===== src/rtl/cordic_tilt.sv =====
// cordic_tilt: pitch and roll tilt angles from a 3-axis accelerometer.
// A single CORDIC vectoring engine is reused across sequential phases:
// magnitude of the two "other" axes, then angle of (magnitude, numerator).
// Angle scale: 11790 LSB = 90 degrees.
// Optional feature macro: CORDIC_TILT_ROLL_EN
//   defined   -> phases P_MAG, P_ANG, R_MAG, R_ANG, DONE (roll computed)
//   undefined -> phases P_MAG, P_ANG, DONE; roll_angle tied to 0

module cordic_tilt #(
    parameter int W    = 16,
    parameter int ITER = 16
) (
    input  logic         clk,
    input  logic         rst,
    input  logic         start,
    input  logic [W-1:0] ax,
    input  logic [W-1:0] ay,
    input  logic [W-1:0] az,
    output logic         busy,
    output logic         done,
    output logic [15:0]  pitch_angle,
    output logic [15:0]  roll_angle
);

    localparam int DW = W + 3;
    localparam int ZW = 18;
    localparam int CW = $clog2(ITER + 1);
    localparam logic [CW-1:0]        CNT_LAST = CW'(ITER);
    localparam logic signed [ZW-1:0] ANG_MAX  = 18'sd11790;

    typedef enum logic [2:0] {
        S_IDLE,
        S_P_MAG,
        S_P_ANG,
        S_R_MAG,
        S_R_ANG,
        S_DONE
    } state_t;

    // atan(2^-i) in angle LSBs
    function automatic logic signed [ZW-1:0] atan_lut(input logic [CW-1:0] idx);
        logic signed [ZW-1:0] v;
        v = '0;
        case (int'(idx))
            0:       v = 18'sd5895;
            1:       v = 18'sd3480;
            2:       v = 18'sd1839;
            3:       v = 18'sd933;
            4:       v = 18'sd468;
            5:       v = 18'sd234;
            6:       v = 18'sd117;
            7:       v = 18'sd59;
            8:       v = 18'sd29;
            9:       v = 18'sd15;
            10:      v = 18'sd7;
            11:      v = 18'sd4;
            12:      v = 18'sd2;
            13:      v = 18'sd1;
            default: v = '0;
        endcase
        return v;
    endfunction

    // Multiply by ~1/K (0.6074) to remove the CORDIC gain from a magnitude
    function automatic logic signed [DW-1:0] scale_inv_k(input logic signed [DW-1:0] x);
        return (x >>> 1) + (x >>> 3) - (x >>> 6) - (x >>> 9);
    endfunction

    // Clamp the accumulated angle to +/-90 degrees
    function automatic logic [15:0] sat_angle(input logic signed [ZW-1:0] z);
        logic signed [ZW-1:0] c;
        if (z > ANG_MAX)
            c = ANG_MAX;
        else if (z < -ANG_MAX)
            c = -ANG_MAX;
        else
            c = z;
        return 16'(c);
    endfunction

    state_t               r_state;
    state_t               w_state_nxt;
    logic [CW-1:0]        r_cnt;
    logic [CW-1:0]        w_idx;
    logic                 w_last;
    logic signed [W-1:0]  r_ax, r_ay, r_az;
    logic signed [DW-1:0] r_x, r_y;
    logic signed [ZW-1:0] r_z;
    logic                 r_num_zero;
    logic [15:0]          r_pitch_angle;
`ifdef CORDIC_TILT_ROLL_EN
    logic [15:0]          r_roll_angle;
    logic [15:0]          r_pitch_hold;
`endif

    logic                 w_is_ang;
    logic signed [W-1:0]  w_mag_b;
    logic signed [W-1:0]  w_num;
    logic signed [W:0]    w_az_ext, w_az_abs;
    logic signed [DW-1:0] w_x_load, w_y_load;
    logic signed [DW-1:0] w_sh_x, w_sh_y, w_x_it, w_y_it;
    logic signed [ZW-1:0] w_atan, w_z_it;
    logic                 w_y_neg;
    logic [15:0]          w_ang_res;

    // State register
    always_ff @(posedge clk) begin
        // NOTE: sequential state uses non-blocking assignments so every
        // register samples pre-edge values regardless of statement order.
        if (rst)
            r_state <= S_IDLE;
        else
            r_state <= w_state_nxt;
    end

    // Next-state: each CORDIC phase lasts one load cycle plus ITER iterations
    always_comb begin
        // NOTE: default assignment first so no path leaves the signal
        // unassigned, which would otherwise infer a latch.
        w_state_nxt = r_state;
        case (r_state)
            S_IDLE:  if (start)  w_state_nxt = S_P_MAG;
            S_P_MAG: if (w_last) w_state_nxt = S_P_ANG;
`ifdef CORDIC_TILT_ROLL_EN
            S_P_ANG: if (w_last) w_state_nxt = S_R_MAG;
            S_R_MAG: if (w_last) w_state_nxt = S_R_ANG;
            S_R_ANG: if (w_last) w_state_nxt = S_DONE;
`else
            S_P_ANG: if (w_last) w_state_nxt = S_DONE;
`endif
            S_DONE:  w_state_nxt = S_IDLE;
            default: w_state_nxt = S_IDLE;
        endcase
    end

    // FSM outputs
    always_comb begin
        busy = (r_state != S_IDLE);
        done = (r_state == S_DONE);
    end

    // Per-phase operand selection: MAG phases take (|az|, b), ANG phases
    // take (magnitude, numerator)
    always_comb begin
        w_is_ang = 1'b0;
        w_mag_b  = r_ay;
        w_num    = r_ax;
        case (r_state)
            S_P_ANG: w_is_ang = 1'b1;
`ifdef CORDIC_TILT_ROLL_EN
            S_R_MAG: w_mag_b  = r_ax;
            S_R_ANG: begin
                w_is_ang = 1'b1;
                w_num    = r_ay;
            end
`endif
            default: ;
        endcase
    end

    // Load values and one vectoring micro-rotation
    always_comb begin
        w_last   = (r_cnt == CNT_LAST);
        w_idx    = r_cnt - CW'(1);
        // One extra bit so |-2^(W-1)| is representable
        w_az_ext = {r_az[W-1], r_az};
        w_az_abs = r_az[W-1] ? -w_az_ext : w_az_ext;
        w_x_load = w_is_ang ? scale_inv_k(r_x) : {{(DW-W-1){w_az_abs[W]}}, w_az_abs};
        w_y_load = w_is_ang ? {{3{w_num[W-1]}}, w_num} : {{3{w_mag_b[W-1]}}, w_mag_b};
        w_sh_x   = r_x >>> w_idx;
        w_sh_y   = r_y >>> w_idx;
        w_atan   = atan_lut(w_idx);
        w_y_neg  = r_y[DW-1];
        w_x_it   = w_y_neg ? r_x - w_sh_y : r_x + w_sh_y;
        w_y_it   = w_y_neg ? r_y + w_sh_x : r_y - w_sh_x;
        w_z_it   = w_y_neg ? r_z - w_atan : r_z + w_atan;
        // atan2(0, d) is exactly 0 for any d >= 0, including d = 0
        w_ang_res = r_num_zero ? 16'd0 : sat_angle(w_z_it);
    end

    // CORDIC datapath: latch axes on accept, then load/iterate per phase
    always_ff @(posedge clk) begin
        if (rst) begin
            r_ax       <= '0;
            r_ay       <= '0;
            r_az       <= '0;
            r_x        <= '0;
            r_y        <= '0;
            r_z        <= '0;
            r_cnt      <= '0;
            r_num_zero <= 1'b0;
        end else begin
            case (r_state)
                S_IDLE: begin
                    r_cnt <= '0;
                    if (start) begin
                        r_ax <= ax;
                        r_ay <= ay;
                        r_az <= az;
                    end
                end
                S_P_MAG, S_P_ANG, S_R_MAG, S_R_ANG: begin
                    if (r_cnt == '0) begin
                        r_x        <= w_x_load;
                        r_y        <= w_y_load;
                        r_z        <= '0;
                        r_num_zero <= (w_num == '0);
                    end else begin
                        r_x <= w_x_it;
                        r_y <= w_y_it;
                        r_z <= w_z_it;
                    end
                    r_cnt <= w_last ? '0 : r_cnt + CW'(1);
                end
                default: r_cnt <= '0;
            endcase
        end
    end

    // Result registers: outputs change only on the edge into DONE
    always_ff @(posedge clk) begin
        if (rst) begin
            r_pitch_angle <= '0;
`ifdef CORDIC_TILT_ROLL_EN
            r_roll_angle  <= '0;
            r_pitch_hold  <= '0;
`endif
        end else if (w_last) begin
            case (r_state)
`ifdef CORDIC_TILT_ROLL_EN
                S_P_ANG: r_pitch_hold <= w_ang_res;
                S_R_ANG: begin
                    r_pitch_angle <= r_pitch_hold;
                    r_roll_angle  <= w_ang_res;
                end
`else
                S_P_ANG: r_pitch_angle <= w_ang_res;
`endif
                default: ;
            endcase
        end
    end

    assign pitch_angle = r_pitch_angle;
`ifdef CORDIC_TILT_ROLL_EN
    assign roll_angle  = r_roll_angle;
`else
    assign roll_angle  = 16'd0;
`endif

endmodule


===== config.mk =====
export PLATFORM = sky130hd
export DESIGN_NAME = cordic_tilt
export DESIGN_NICKNAME = d
export VERILOG_FILES = /design/src/rtl/cordic_tilt.sv
export SDC_FILE = /design/constraint.sdc
export NUM_CORES = 1
export LEC_CHECK = 0
export CAP_MARGIN = 20
export CORE_MARGIN = 1
export CORE_UTILIZATION = 60
export DETAILED_ROUTE_END_ITERATION = 6
export HOLD_SLACK_MARGIN = 0.05
export PLACE_DENSITY_LB_ADDON = 0.2
export SYNTH_ARGS = -nofsm -noshare
export SYNTH_HDL_FRONTEND = slang
export SYNTH_SLANG_ARGS = --single-unit

===== constraint.sdc =====
create_clock -name clk -period 12.2 [get_ports clk]
set_input_delay 1.83 -clock clk [delete_from_list [all_inputs] [get_ports clk]]
set_output_delay 1.83 -clock clk [all_outputs]
set_load 0.05 [all_outputs]

==> metrics.txt <==
Horiz. Die Dim 150 um; core footprint 21200 um^2; Finished Layout Cells 1955; CTS clk-pin slew, worst paths 0.07 ns; Reg area 2580 um^2; Max-Slew Margin vs Limit 26.5%; Final GP Congestion 0.944; Site Rows 53; post-CTS setup buffers 0; H-tree depth 4; Yosys cell types 93; FILL cells 1845; hold_buf cts 0; worst-case reg-to-reg path depth 26; CP max stage delay 1.10 ns; multi-input logic area 9740 um^2; most frequent cells in the layout nand2_1, a21oi_1, nor2_1; number of diodes 0; CP bufs+invs 4; EDFF count, synth 0; number of max-cap violations 0; fin area 14300 um^2; drt first pass iters 7; ys flop type dfxtp_1; antenna-violating nets left 0; largest net degree at the start of global routing 101; Vias 12600; Final nets 1836; Final period util 59.8%; clock root buffer clkbuf_16; sequential area share after synthesis 19.7%; first-pass GRT wire length 59.6 mm; Syn Area/Cell 7.86 um^2; worst vdd ir 0.0898 mV; highest routed layer met4; global route overflow 0; total negative slack 0 ns; Slew Limit Fails 0; cell count after synthesis 1663; Port Buf Inserts 68; Min Hold Slack 0.453 ns; met2 wire length 16.6 mm; layout cell share with drive strength beyond 1 7.38%; type of origin of the critical path flop; Synth top area share 19.7%; Boundary Pins 85; hpwl dp 26.5 mm; clock tree sinks 129; Hold Path Class flop to flop; Synth warnings 0; status finished, final reports clean; metal3 WL 3.20 mm; CP endpoint kind flop; drt drc 0; Worst Path Arrival 7.57 ns; crit path max fanout 56; full die area 22400 um^2; final hold viol count 0; asr flop ratio synth 0%; R2R Setup Slk 4.91 ns; Worst Path Class, Setup flop to flop; # setup viols final 0; cts bufs inserted 17; Period minus WS final 7.29 ns; Routed wire per std cell 18.9 um; Die H 150 um; Area growth syn-to-layout 9.71%; Worst-Skew Late Latency 0.44 ns; CTS tree yes; routed wire length 36.9 mm; CP Depth 26; Post-Syn Area 13100 um^2; commonest non-fill, non-tap cell in the layout nand2_1; clk_skew 0.0247 ns; maximum root-to-sink buffer count 2; Worst Tran Pin Value 1.10 ns; Initial Utilization 61.6%; largest cells by area after synthesis dfxtp_1, ha_1, a21oi_1, nand2_1, fa_1; met1 WL 16.0 mm; pwr dens 150 nW/um^2; synthesized flop and latch total 129; Hold Path Stages 2; placement-stage cell area 13700 um^2; CP max-delay cell ha_2; DR vias/cell 6.45; RSZ-0062 raised after global routing false; number of global-route vias before repair 11800; crit-path leading delay family compound AO/OA/AOI/OAI gates; CP Data Required Time 12.47 ns; Total GRT Usage 33.7%; biggest area consumer among synthesized cells dfxtp_1; Post-CTS Resized 0; initial DRC count 1248; initial antenna violation count 0; Leakage 5.56 nW; placed cell count 1923; fmax 0.137 GHz
[cell families after synthesis]
family                   synth area share [%]
AO/OA/AOI/OAI                            23.6
XOR/XNOR                                 7.73
adder cells (fa/ha/maj)                  13.0
buffers and inverters                    6.33
flip-flops                               19.7
multiplexers                             9.53
other                                  0.0287
AND/OR/NAND/NOR                          20.0
[per-layer routing]
layer | vias to the layer above | GRT usage (%)
met2 | 582 | 53.3
li1 | 6017 | -
met5 | - | 0
met4 | 0 | 12.4
met3 | 74 | 6.92
met1 | 5946 | 45.0
[cell type report]
type | instances | share of cell area, %
Clock buffer | 17 | 2.97
Clock inverter | 15 | 1.32
Inverter | 70 | 1.83
Multi-Input combinational cell | 1365 | 67.9
Sequential cell | 129 | 18.0
Tap cell | 275 | 2.40
Timing Repair Buffer | 84 | 5.56
[worst min-delay path, cell delays in order (launching register included)]
cell and delay, ns:
dfxtp_1 0.31, nand2_1 0.05, a21oi_1 0.05
[flip-flops by register name, summed over array words and instances (netlist names)]
name	flops
r_x	19
r_y	19
r_z	18
pitch_angle	16
r_ax	16
r_ay	16
r_az	16
r_cnt	5
r_state	3
r_num_zero	1
[synth_stat cells, drive strengths merged, types with 14 or more instances]
library cell  number
or3               14
a22oi             17
mux4              28
mux2              14
mux2i             45
a21oi            163
buf               41
nand2b            19
ha                88
o21ai             61
nor2             150
a21o              22
nor4              20
o211ai            21
inv               69
a211oi            35
a221oi            15
nor3              49
nand2            217
fa                30
dfxtp            129
xnor2             67
a31oi             26
nand3             18
clkbuf            73
xor2              45
[through the flow]
step,worst slack [ns],power [W],utilization [%]
after floorplan,5.77,0.00134,-
after global placement,5.26,0.00156,64.7
after detailed placement,5.06,0.00158,64.7
after CTS,4.99,0.00214,67.6
after global routing,4.33,0.00229,67.6
final,4.91,0.00215,67.6
[power by group]
group          internal (W)  leakage, nW  switching, W  total [W]
registers          0.000444         1.05     0.0000389   0.000483
clock network      0.000312        0.296      0.000234   0.000546
logic              0.000463         4.21      0.000658    0.00112
[path summary, 6_finish.rpt]
| path | from | to |
|---|---|---|
| hold / removal | r_ay[2] | r_ay[2] |
| hold reg to reg | r_ay[2] | r_ay[2] |
| setup reg to reg | r_cnt[0] | r_x[17] |
| setup / recovery | r_cnt[0] | r_x[17] |
(Power assumes the default switching activity.)
